===== src/rtl/flattening_stream_buffer.sv =====
// flattening_stream_buffer
//   Collects the per-pixel outputs of NumOfImages conv channels into a
//   double-buffered frame store and streams the flattened frame (channel
//   major, element e = channel*Pixels + pix) as OutWidth-element beats.
//
// Ports
//   clk        rising-edge clock
//   res        synchronous active-high reset; discards all buffered data
//   in_valid   channel mask; lane k carries the channel of the k-th lowest set bit
//   in_data    NumOfInputs lanes of BitSize bits, lane 0 in the LSBs
//   in_ready   write side can accept this cycle
//   out_valid  a beat is available
//   out_ready  consumer accepts the beat
//   out_data   OutWidth elements, lane 0 = lowest element index
//   out_last   final beat of a frame
//   out_err    sticky protocol error (too many set mask bits, or a channel
//              written twice within one pixel)
//
// Handshake: a write is taken on a rising edge where in_valid != 0 and
// in_ready = 1; a beat is taken on a rising edge where out_valid = 1 and
// out_ready = 1. While out_valid = 1 and out_ready = 0, out_data and out_last
// hold their value. in_ready and out_valid depend only on registered state.
//
// The per-bank state (bank_state) is the FSM visible to checkers:
// EMPTY -> FILL -> FULL -> DRAIN -> EMPTY.
module flattening_stream_buffer #(
  parameter int BitSize     = 4,
  parameter int ImageSize   = 4,
  parameter int NumOfImages = 4,
  parameter int NumOfInputs = 2,
  parameter int OutWidth    = 4
) (
  input  logic                            clk,
  input  logic                            res,
  input  logic [NumOfImages-1:0]          in_valid,
  input  logic [NumOfInputs*BitSize-1:0]  in_data,
  output logic                            in_ready,
  output logic                            out_valid,
  input  logic                            out_ready,
  output logic [OutWidth*BitSize-1:0]     out_data,
  output logic                            out_last,
  output logic                            out_err
);

  localparam int Pixels = ImageSize * ImageSize;
  localparam int Total  = NumOfImages * Pixels;
  localparam int Beats  = (Total + OutWidth - 1) / OutWidth;
  localparam int AW     = $clog2(2 * Total);
  localparam int PW     = $clog2(Pixels + 1);
  localparam int BW     = $clog2(Beats + 1);

  typedef enum logic [1:0] {
    BANK_EMPTY,
    BANK_FILL,
    BANK_FULL,
    BANK_DRAIN
  } bank_state_t;

  bank_state_t            bank_state [2];
  logic                   wr_bank;
  logic                   rd_bank;
  logic [PW-1:0]          pix;
  logic [NumOfImages-1:0] ch_mask;
  logic [BW-1:0]          beat;
  logic                   err_q;

  // Both banks live in one array: bank b occupies [b*Total, b*Total+Total).
  logic [BitSize-1:0]     mem [2*Total];

  logic [BitSize-1:0]     lane [NumOfInputs];
  logic [NumOfImages-1:0] wr_en;
  logic [BitSize-1:0]     wr_val [NumOfImages];
  logic                   lane_overflow;
  logic [NumOfImages-1:0] next_mask;
  logic                   accept;
  logic                   pixel_done;
  logic                   frame_done;
  logic                   beat_hs;

  always_comb begin
    for (int k = 0; k < NumOfInputs; k++) begin
      lane[k] = in_data[k*BitSize +: BitSize];
    end
  end

  // Lane routing: walk the mask from channel 0 upward, handing out lanes in
  // order. Set bits beyond the available lanes are dropped and flagged.
  always_comb begin
    int cnt;
    cnt           = 0;
    wr_en         = '0;
    lane_overflow = 1'b0;
    for (int c = 0; c < NumOfImages; c++) begin
      wr_val[c] = '0;
      if (in_valid[c]) begin
        if (cnt < NumOfInputs) begin
          wr_en[c] = 1'b1;
          for (int k = 0; k < NumOfInputs; k++) begin
            if (k == cnt) wr_val[c] = lane[k];
          end
        end else begin
          lane_overflow = 1'b1;
        end
        cnt++;
      end
    end
  end

  assign in_ready   = (bank_state[wr_bank] == BANK_EMPTY) ||
                      (bank_state[wr_bank] == BANK_FILL);
  assign accept     = (|in_valid) && in_ready;
  assign next_mask  = ch_mask | wr_en;
  assign pixel_done = accept && (&next_mask);
  assign frame_done = pixel_done && (pix == PW'(Pixels - 1));

  assign out_valid  = (bank_state[rd_bank] == BANK_FULL) ||
                      (bank_state[rd_bank] == BANK_DRAIN);
  assign beat_hs    = out_valid && out_ready;
  assign out_last   = out_valid && (beat == BW'(Beats - 1));
  assign out_err    = err_q;

  // Beat lanes past the end of the frame read as zero.
  always_comb begin
    out_data = '0;
    if (out_valid) begin
      for (int j = 0; j < OutWidth; j++) begin
        if (int'(beat) * OutWidth + j < Total) begin
          out_data[j*BitSize +: BitSize] =
            mem[AW'(int'(rd_bank) * Total + int'(beat) * OutWidth + j)];
        end
      end
    end
  end

  always_ff @(posedge clk) begin
    if (!res && accept) begin
      for (int c = 0; c < NumOfImages; c++) begin
        if (wr_en[c]) begin
          mem[AW'(int'(wr_bank) * Total + c * Pixels + int'(pix))] <= wr_val[c];
        end
      end
    end
  end

  // Writer only touches a bank in EMPTY/FILL and the reader only in
  // FULL/DRAIN, so the two never update the same bank in one cycle even
  // when wr_bank == rd_bank.
  always_ff @(posedge clk) begin
    if (res) begin
      bank_state[0] <= BANK_EMPTY;
      bank_state[1] <= BANK_EMPTY;
      wr_bank       <= 1'b0;
      rd_bank       <= 1'b0;
      pix           <= '0;
      ch_mask       <= '0;
      beat          <= '0;
      err_q         <= 1'b0;
    end else begin
      if (accept) begin
        if (bank_state[wr_bank] == BANK_EMPTY) bank_state[wr_bank] <= BANK_FILL;
        if (lane_overflow || (|(wr_en & ch_mask))) err_q <= 1'b1;
        if (pixel_done) begin
          ch_mask <= '0;
          if (frame_done) begin
            pix                 <= '0;
            bank_state[wr_bank] <= BANK_FULL;
            wr_bank             <= ~wr_bank;
          end else begin
            pix <= pix + 1'b1;
          end
        end else begin
          ch_mask <= next_mask;
        end
      end

      if (bank_state[rd_bank] == BANK_FULL) bank_state[rd_bank] <= BANK_DRAIN;
      if (beat_hs) begin
        if (out_last) begin
          beat                <= '0;
          bank_state[rd_bank] <= BANK_EMPTY;
          rd_bank             <= ~rd_bank;
        end else begin
          beat <= beat + 1'b1;
        end
      end
    end
  end

endmodule


===== config.mk =====
export PLATFORM = sky130hd
export DESIGN_NAME = flattening_stream_buffer
export DESIGN_NICKNAME = d
export VERILOG_FILES = /design/src/rtl/flattening_stream_buffer.sv
export SDC_FILE = /design/constraint.sdc
export NUM_CORES = 1
export LEC_CHECK = 0
export BUFFER_PORTS_ARGS = -buffer_cell sky130_fd_sc_hd__buf_2
export CORE_UTILIZATION = 50
export CTS_CLUSTER_DIAMETER = 50
export CTS_CLUSTER_SIZE = 16
export DETAILED_ROUTE_END_ITERATION = 8
export GPL_TIMING_DRIVEN = 0
export MAX_ROUTING_LAYER = met4
export PLACE_DENSITY = 0.68
export RECOVER_POWER = 25
export SYNTH_ARGS = -nofsm -noshare
export SYNTH_HDL_FRONTEND = slang
export SYNTH_SLANG_ARGS = --single-unit
export TNS_END_PERCENT = 30

===== constraint.sdc =====
create_clock -name clk -period 3 [get_ports clk]
set_input_delay 0.45 -clock clk [delete_from_list [all_inputs] [get_ports clk]]
set_output_delay 0.45 -clock clk [all_outputs]
set_load 0.01 [all_outputs]

==> summary.txt, run 1 <==
Critical path
  – Crit path launch type: flip-flop
  – CP Capture Type: output port
  – Worst Path Arrival: 2.88 ns
  – Crit path launch: beat[0]
  – FF-to-FF End: mem[126][3]
  – Family with the most delay on the worst path: buffers and inverters
  – Cells along the critical path: buf_12 > buf_16 > buf_16 > buf_12 > mux2i_1 > o22ai_2 > o21ai_2 > nand4_1 > buf_2
  – Worst r2r src: pix[3]
  – Crit-path max cell delay: 0.35 ns
  – Crit path buffers/inverters: 5
  – Slowest CP cell: dfxtp_2
  – Worst path depth: 9
  – Worst Path Required: 2.55 ns
  – Setup slack, reg-to-reg: -0.33 ns
  – CP Max Fanout: 10
  – CP Class: flip-flop to output port
  – R2r worst-path depth: 6

Route
  – Vias/cell: 7.01
  – DR pass1 iterations: 8
  – Final ANT Viol Nets: 0
  – WL final: 117000 µm
  – Via count: 22700
  – Initial DRC Count: 3638
  – DRC viols: 0
  – Wire per inst: 36.1 µm

Clock network
  – Reg clk slew, reported paths: 0.06 ns
  – Htree depth: 2
  – Bufs on Longest Clock Path: 3
  – TritonCTS clock tree: yes
  – CTS root buffer: clkbuf_16
  – Clock latency on the worst-skew pair: 0.65 ns
  – Hold buffer count at CTS: 0
  – Sink Count: 535
  – Cts bufs inserted: 57

Cells and area
  – Layout net count: 2440
  – Synth-to-Final Area Change: 19.2%
  – # fillers: 4535
  – Fraction of layout cells with a size suffix above 1: 23.5%
  – Commonest non-fill, non-tap cell in the layout: edfxtp_1
  – Post-Route Utilization: 60.7%
  – Most frequent cells in the layout: 516 x edfxtp_1, 506 x mux2i_1, 161 x a22oi_1
  – Fin cells: 3230

Synthesis
  – Dominant synthesized flop cell: edfxtp_1
  – Yosys reg bits: 535
  – Cell Area, Synth: 28900 µm²
  – Synth Warn #: 0
  – Synth unique cells: 71
  – Mapped Nets: 2313
  – Sequential element share of the synthesized area: 55.0%
  – Ys async rst share: 0%
  – EDFF count, synth: 516
  – Post-Syn Instances: 2290
  – Syn avg cell area: 12.6 µm²

Pwr
  – Comb pwr share: 21.9%
  – Pint: 14100 µW
  – Net Switching: 5980 µW
  – Power Dens Cells: 582 nW/µm²
  – Sw Ratio: 29.9%
  – Clk pwr share: 36.6%
  – Sequential Power Share: 41.4%
  – Leak: 0.0126 µW
  – Maximum vdd drop: 0.429 mV
  – Design Power: 20000 µW

Floorplan
  – Row count: 87
  – Core Area: 56700 µm²
  – # IOs: 35
  – Die Ht: 242 µm
  – Die span in x: 242 µm
  – Initial Utilization: 50.9%
  – Die ar.: 58700 µm²

Timing
  – Fin crit period: 3.33 ns
  – Setup TNS: -28.43 ns
  – Rel. slew slack: 1.89%
  – Fin crit share: 111%
  – Worst-Margin Slew: 1.47 ns
  – Final Hold Violating Endpoints: 0
  – PnR worst setup slack: -0.331 ns
  – Final setup viols: 324
  – Unrepaired setup endpoints after global routing: true
  – Max frequency: 300 MHz
  – Worst Clk Skew: 0.0308 ns
  – Pins Over Slew Limit: 0

Global routing
  – Initial antenna violation count: 9
  – Pin count of the biggest net entering global routing: 17
  – Vias in the first global route: 21600
  – First-pass GRT wire length: 161000 µm
  – Total grt overflow: 0
  – Total track usage: 40.2%

Run status
  – Status: finished, violations left
  – Failing checks: negative setup slack

Hold path
  – Min-delay src: out_ready
  – Min-delay worst type: input pin to flip-flop
  – Worst hold stages: 3
  – Worst hold path endpoint: beat[1]

Placed design
  – Cell count after placement: 3083
  – Placer Congestion: 1.10
  – Port bufs: 33
  – Hpwl dp: 82100 µm

Flow run
  – Max-capacitance violation count: 0
==> how the worst max path moves through the flow <==
stage | to | slack, ns
global placement | mem[5][0] | -1.59
floorplan | mem[11][3] | 0.02
global route | out_data[14] | -0.24
detailed placement | mem[5][0] | -1.62
CTS | out_data[10] | -0.23
finish | out_data[14] | -0.33
==> sequential cells by signal, summed over array words and instances (netlist names), named ones only <==
name	flops
beat	5
bank_state	4
rd_bank	1
mem	512
pix	5
wr_bank	1
ch_mask	4
out_err	1
==> cell type report <==
cell class / instances / area, µm² / area share, %
diodes: 8 / 20.0 / 0.0581
plain buffers: 240 / 1560 / 4.54
clock buffers: 66 / 1510 / 4.39
clock inverters: 42 / 410 / 1.19
inverters: 43 / 161 / 0.469
multi-input cells: 1460 / 13100 / 38.1
flip-flops and latches: 535 / 15900 / 46.1
well taps: 756 / 946 / 2.75
repair buffers: 80 / 842 / 2.45
==> power groups by stage <==
stage                     sequential (µW)  combinational [µW]  clock (µW)
after floorplan                      8440                1940           0
after global placement               8450                3060           0
after detailed placement             8450                3110           0
after CTS                            8300                4020        7310
after global routing                 8300                4460        7540
final                                8300                4400        7340
==> cell usage after synthesis, types with 15 or more instances <==
cell | number | share of area, %
nand2b_1 | 18 | 0.39
mux4_2 | 32 | 2.5
nand3_1 | 36 | 0.62
buf_1 | 15 | 0.19
clkbuf_1 | 171 | 2.2
o21ai_0 | 43 | 0.74
dfxtp_1 | 19 | 1.3
nand2_1 | 113 | 1.5
nand4_1 | 22 | 0.48
mux2i_1 | 571 | 20
o22ai_1 | 68 | 1.5
inv_1 | 43 | 0.56
and4b_1 | 16 | 0.55
buf_4 | 15 | 0.39
nor2_1 | 145 | 1.9
edfxtp_1 | 516 | 54
a21oi_1 | 32 | 0.55
nor3_1 | 19 | 0.33
a22oi_1 | 175 | 4.5
buf_2 | 48 | 0.83
==> logic make-up (layout without fill, tap and decap cells) <==
logic type / after synthesis / in the layout / share of synthesized area, %
mux: 607 / 607 / 22.4
flops: 535 / 535 / 55.0
simple gates: 469 / 469 / 8.55
compound gates: 372 / 372 / 9.26
buf+inv: 295 / 471 / 4.29
fa+ha+maj: 8 / 8 / 0.372
xor+xnor: 4 / 4 / 0.121
other cells: 0 / 8 / 0
==> metal layers <==
| layer | track usage (%) | part of all wire, % | wire (µm) |
|---|---|---|---|
| met5 | - | 0 | 0 |
| met4 | 22.9 | 6.8 | 7940 |
| met3 | 12.2 | 15 | 17300 |
| met2 | 56.7 | 43 | 49900 |
| met1 | 51.2 | 36 | 41500 |
==> worst register-to-register path: stages (launching register included) <==
cell and delay (ns):
dfxtp_1 0.37, clkbuf_1 0.41, nand2_1 0.29, nor2_1 1.00
clkbuf_2 0.53, nand2_1 0.20, inv_1 0.21
==> stage by stage <==
step           worst slack [ns]  instance area, µm²  hold slack (ns)
5_1_grt                  -0.242               34400            0.178
3_5_place_dp              -1.62               30100            0.493
3_3_place_gp              -1.59               30000            0.473
6_report                 -0.331               34400            0.148
4_1_cts                  -0.229               33900            0.134
2_1_floorplan            0.0209               28900            0.477
==> timing repair <==
| item | 4_1_cts | 5_1_grt |
|---|---|---|
| pin swaps | 53 | 41 |
| gates resized for setup | 381 | 115 |
| buffers inserted | 23 | 10 |
| endpoints found under the setup margin | 605 | 459 |
| gates cloned | 7 | 4 |
(Power assumes the default switching activity.)
==> run 2: changes to the inputs <==
Settings changed: CORE_ASPECT_RATIO set to 1.25.
==> run 2 against run 1 <==
Net effect:
- cell area decreased by 0.70%
- sequential share of layout area increased by 0.32 points
- via count decreased by 1.7%
- critical endpoint is now out_data[7]
- largest power group unchanged
- clock power decreased by 13%
- the run ends with max-capacitance violations, max-slew violations, negative setup slack left
- setup slack improved by 0.024 ns
- combinational power decreased by 3%
- final cell count decreased by 1.3%
==> summary.txt, run 2 (synthesis results as in run 1) <==
Critical path
  – Worst path depth: 8 (was 9)
  – R2r worst-path depth: 7 (was 6)
  – Crit path launch: beat[0] (unchanged)
  – CP Max Fanout: 8 (was 10)
  – Crit-path max cell delay: 0.54 ns (was 0.35 ns)
  – Crit path launch type: flip-flop (unchanged)
  – Worst Path Arrival: 2.86 ns (was 2.88 ns)
  – CP Capture Type: output port (unchanged)
  – Setup slack, reg-to-reg: -0.24 ns (was -0.33 ns)
  – Family with the most delay on the worst path: buffers and inverters (unchanged)
  – Slowest CP cell: mux4_2 (was dfxtp_2)
  – Crit path buffers/inverters: 4 (was 5)
  – Worst r2r src: bank_state[1][1] (was pix[3])
  – CP endpoint: out_data[7] (was out_data[14])
  – CP Class: flip-flop to output port (unchanged)
  – Worst Path Required: 2.55 ns (about the same)
  – FF-to-FF End: mem[24][2] (was mem[126][3])
  – Cells along the critical path: buf_12 > buf_16 > buf_6 > mux4_2 > and4b_1 > a21oi_4 > nand4_1 > buf_2 (was buf_12 > buf_16 > buf_16 > buf_12 > mux2i_1 > o22ai_2 > o21ai_2 > nand4_1 > buf_2)

Timing
  – Fin crit period: 3.31 ns (was 3.33 ns)
  – Final setup viols: 437 (was 324)
  – Rel. slew slack: -1.71% (was 1.89%)
  – Pins Over Slew Limit: 11 (was 0)
  – Final Hold Violating Endpoints: 0 (unchanged)
  – Fin crit share: 110% (was 111%)
  – PnR worst setup slack: -0.307 ns (was -0.331 ns)
  – Worst Clk Skew: 0.0176 ns (was 0.0308 ns)
  – Max frequency: 302 MHz (was 300 MHz)
  – Worst-Margin Slew: 1.53 ns (was 1.47 ns)
  – Unrepaired setup endpoints after global routing: true (unchanged)

Hold path
  – Min-delay worst type: input pin to flip-flop (unchanged)

Cells and area
  – Commonest non-fill, non-tap cell in the layout: edfxtp_1 (unchanged)
  – Biggest registers after layout: mem x512, beat x5, pix x5 (unchanged)
  – Most frequent cells in the layout: 516 x edfxtp_1, 482 x mux2i_1, 173 x a22oi_1 (was 516 x edfxtp_1, 506 x mux2i_1, 161 x a22oi_1)
  – # fillers: 4606 (was 4535)
  – Synth-to-Final Area Change: 18.4% (was 19.2%)
  – Fraction of layout cells with a size suffix above 1: 23.5% (about the same)
  – Post-route cell area: 34200 µm² (was 34400 µm²)
  – Layout net count: 2424 (was 2440)
  – Number of flip-flops in the largest register: 512 (unchanged)
  – Largest Register: mem (unchanged)

Placed design
  – Hpwl dp: 83700 µm (was 82100 µm)
  – Area after DPL: 30100 µm² (about the same)
  – Port bufs: 33 (unchanged)
  – Setup Slack @ Placement: -1.94 ns (was -1.62 ns)
  – Placer Congestion: 1.06 (was 1.10)

Global routing
  – Vias in the first global route: 21500 (was 21600)
  – Total track usage: 40.0% (was 40.2%)
  – First-pass GRT wire length: 159000 µm (was 161000 µm)
  – Initial antenna violation count: 2 (was 9)
  – Total grt overflow: 0 (unchanged)
  – Pin count of the biggest net entering global routing: 18 (was 17)

Clock network
  – Bufs on Longest Clock Path: 3 (unchanged)
  – TritonCTS clock tree: yes (unchanged)
  – Clock latency on the worst-skew pair: 0.63 ns (was 0.65 ns)
  – Sink Count: 535 (unchanged)
  – Hold buffer count at CTS: 0 (unchanged)
  – CTS root buffer: clkbuf_16 (unchanged)
  – Htree depth: 2 (unchanged)
  – Cts bufs inserted: 48 (was 57)
  – Reg clk slew, reported paths: 0.06 ns (about the same)

Run status
  – Status: finished, violations left (unchanged)
  – Failing checks: max-capacitance violations, max-slew violations, negative setup slack (was negative setup slack)

Route
  – DR pass1 iterations: 6 (was 8)
  – Vias/cell: 6.99 (was 7.01)
  – DRC viols: 0 (unchanged)
  – Wire per inst: 36.1 µm (about the same)
  – Final ANT Viol Nets: 0 (unchanged)
  – Initial DRC Count: 3307 (was 3638)
  – Via count: 22300 (was 22700)
  – WL final: 115000 µm (was 117000 µm)

Floorplan
  – Row count: 98 (was 87)
  – Die span in x: 217 µm (was 242 µm)
  – Core Area: 57100 µm² (was 56700 µm²)
  – Die Ht: 271 µm (was 242 µm)
  – Die ar.: 58700 µm² (about the same)
  – # IOs: 35 (unchanged)
  – Initial Utilization: 50.6% (was 50.9%)

Pwr
  – Leak: 0.0124 µW (was 0.0126 µW)
  – Maximum vdd drop: 0.526 mV (was 0.429 mV)
  – Power Dens Cells: 554 nW/µm² (was 582 nW/µm²)

Flow run
  – Max-capacitance violation count: 1 (was 0)
-- run 2: area by class of cell --
class | instances | area [µm²] | area share, %
inverters | 43 | 165 | 0.483
plain buffers | 243 | 1580 | 4.62
flip-flops and latches | 535 | 15900 | 46.4
multi-input cells | 1460 | 13500 | 39.5
well taps | 750 | 938 | 2.74
diodes | 4 | 10.0 | 0.0293
repair buffers | 70 | 601 | 1.76
clock inverters | 24 | 263 | 0.768
clock buffers | 58 | 1270 | 3.71
-- run 2: worst reg2reg max path: cells and delay by family (launching register included) --
| family | cells | cell delay (ns) |
|---|---|---|
| simple gates | 2 | 1.04 |
| buf+inv | 3 | 0.86 |
| mux | 2 | 0.61 |
| flops | 1 | 0.45 |
-- run 2: worst min-delay path by stage --
stage                          start         end  slack (ns)  depth (start not counted)
after floorplan           ch_mask[2]  ch_mask[2]        0.48                          2
after global placement       out_err     out_err        0.47                          1
after detailed placement     out_err     out_err        0.47                          1
after CTS                  out_ready     beat[1]        0.15                          3
after global routing       out_ready     beat[1]        0.20                          3
final                      out_ready     beat[1]        0.16                          3
-- run 2: routing by layer --
layer / part of all wire (%) / vias up / wire, µm / track usage (%)
met3: 11 / 446 / 12200 / 7.57
li1: - / 9064 / - / -
met5: 0 / - / 0 / -
met2: 46 / 1672 / 52900 / 60.6
met1: 35 / 11100 / 40200 / 48.3
met4: 8.5 / 0 / 9820 / 27.7
-- run 2: what timing repair did --
item / CTS / global route
pin swaps: 39 / 24
gates cloned: 2 / 1
endpoints found under the hold margin: 0 / 0
setup buffers: 27 / 4
endpoints found under the setup margin: 842 / 448
gates resized for setup: 447 / 109
-- run 2: per-stage QoR --
step / util (%) / instances / hold WS (ns) / total power (µW) / setup TNS (ns)
finish: 59.9 / 3187 / 0.159 / 18900 / -32.49
global route: 59.8 / 3185 / 0.204 / 19200 / -59.38
CTS: 59.2 / 3180 / 0.152 / 18600 / -2.79
detailed placement: 52.6 / 3077 / 0.468 / 11600 / -998.89
global placement: 52.5 / 3073 / 0.472 / 11500 / -971.38
floorplan: - / 2290 / 0.477 / 10400 / 0
-- run 2: where the power goes --
| part | switching, µW | internal (µW) | leakage, µW |
|---|---|---|---|
| registers | 41.4 | 8260 | 0.00480 |
| clock network | 3030 | 3330 | 0.000740 |
| logic | 2520 | 1750 | 0.00685 |
| total | 5590 | 13300 | 0.0124 |
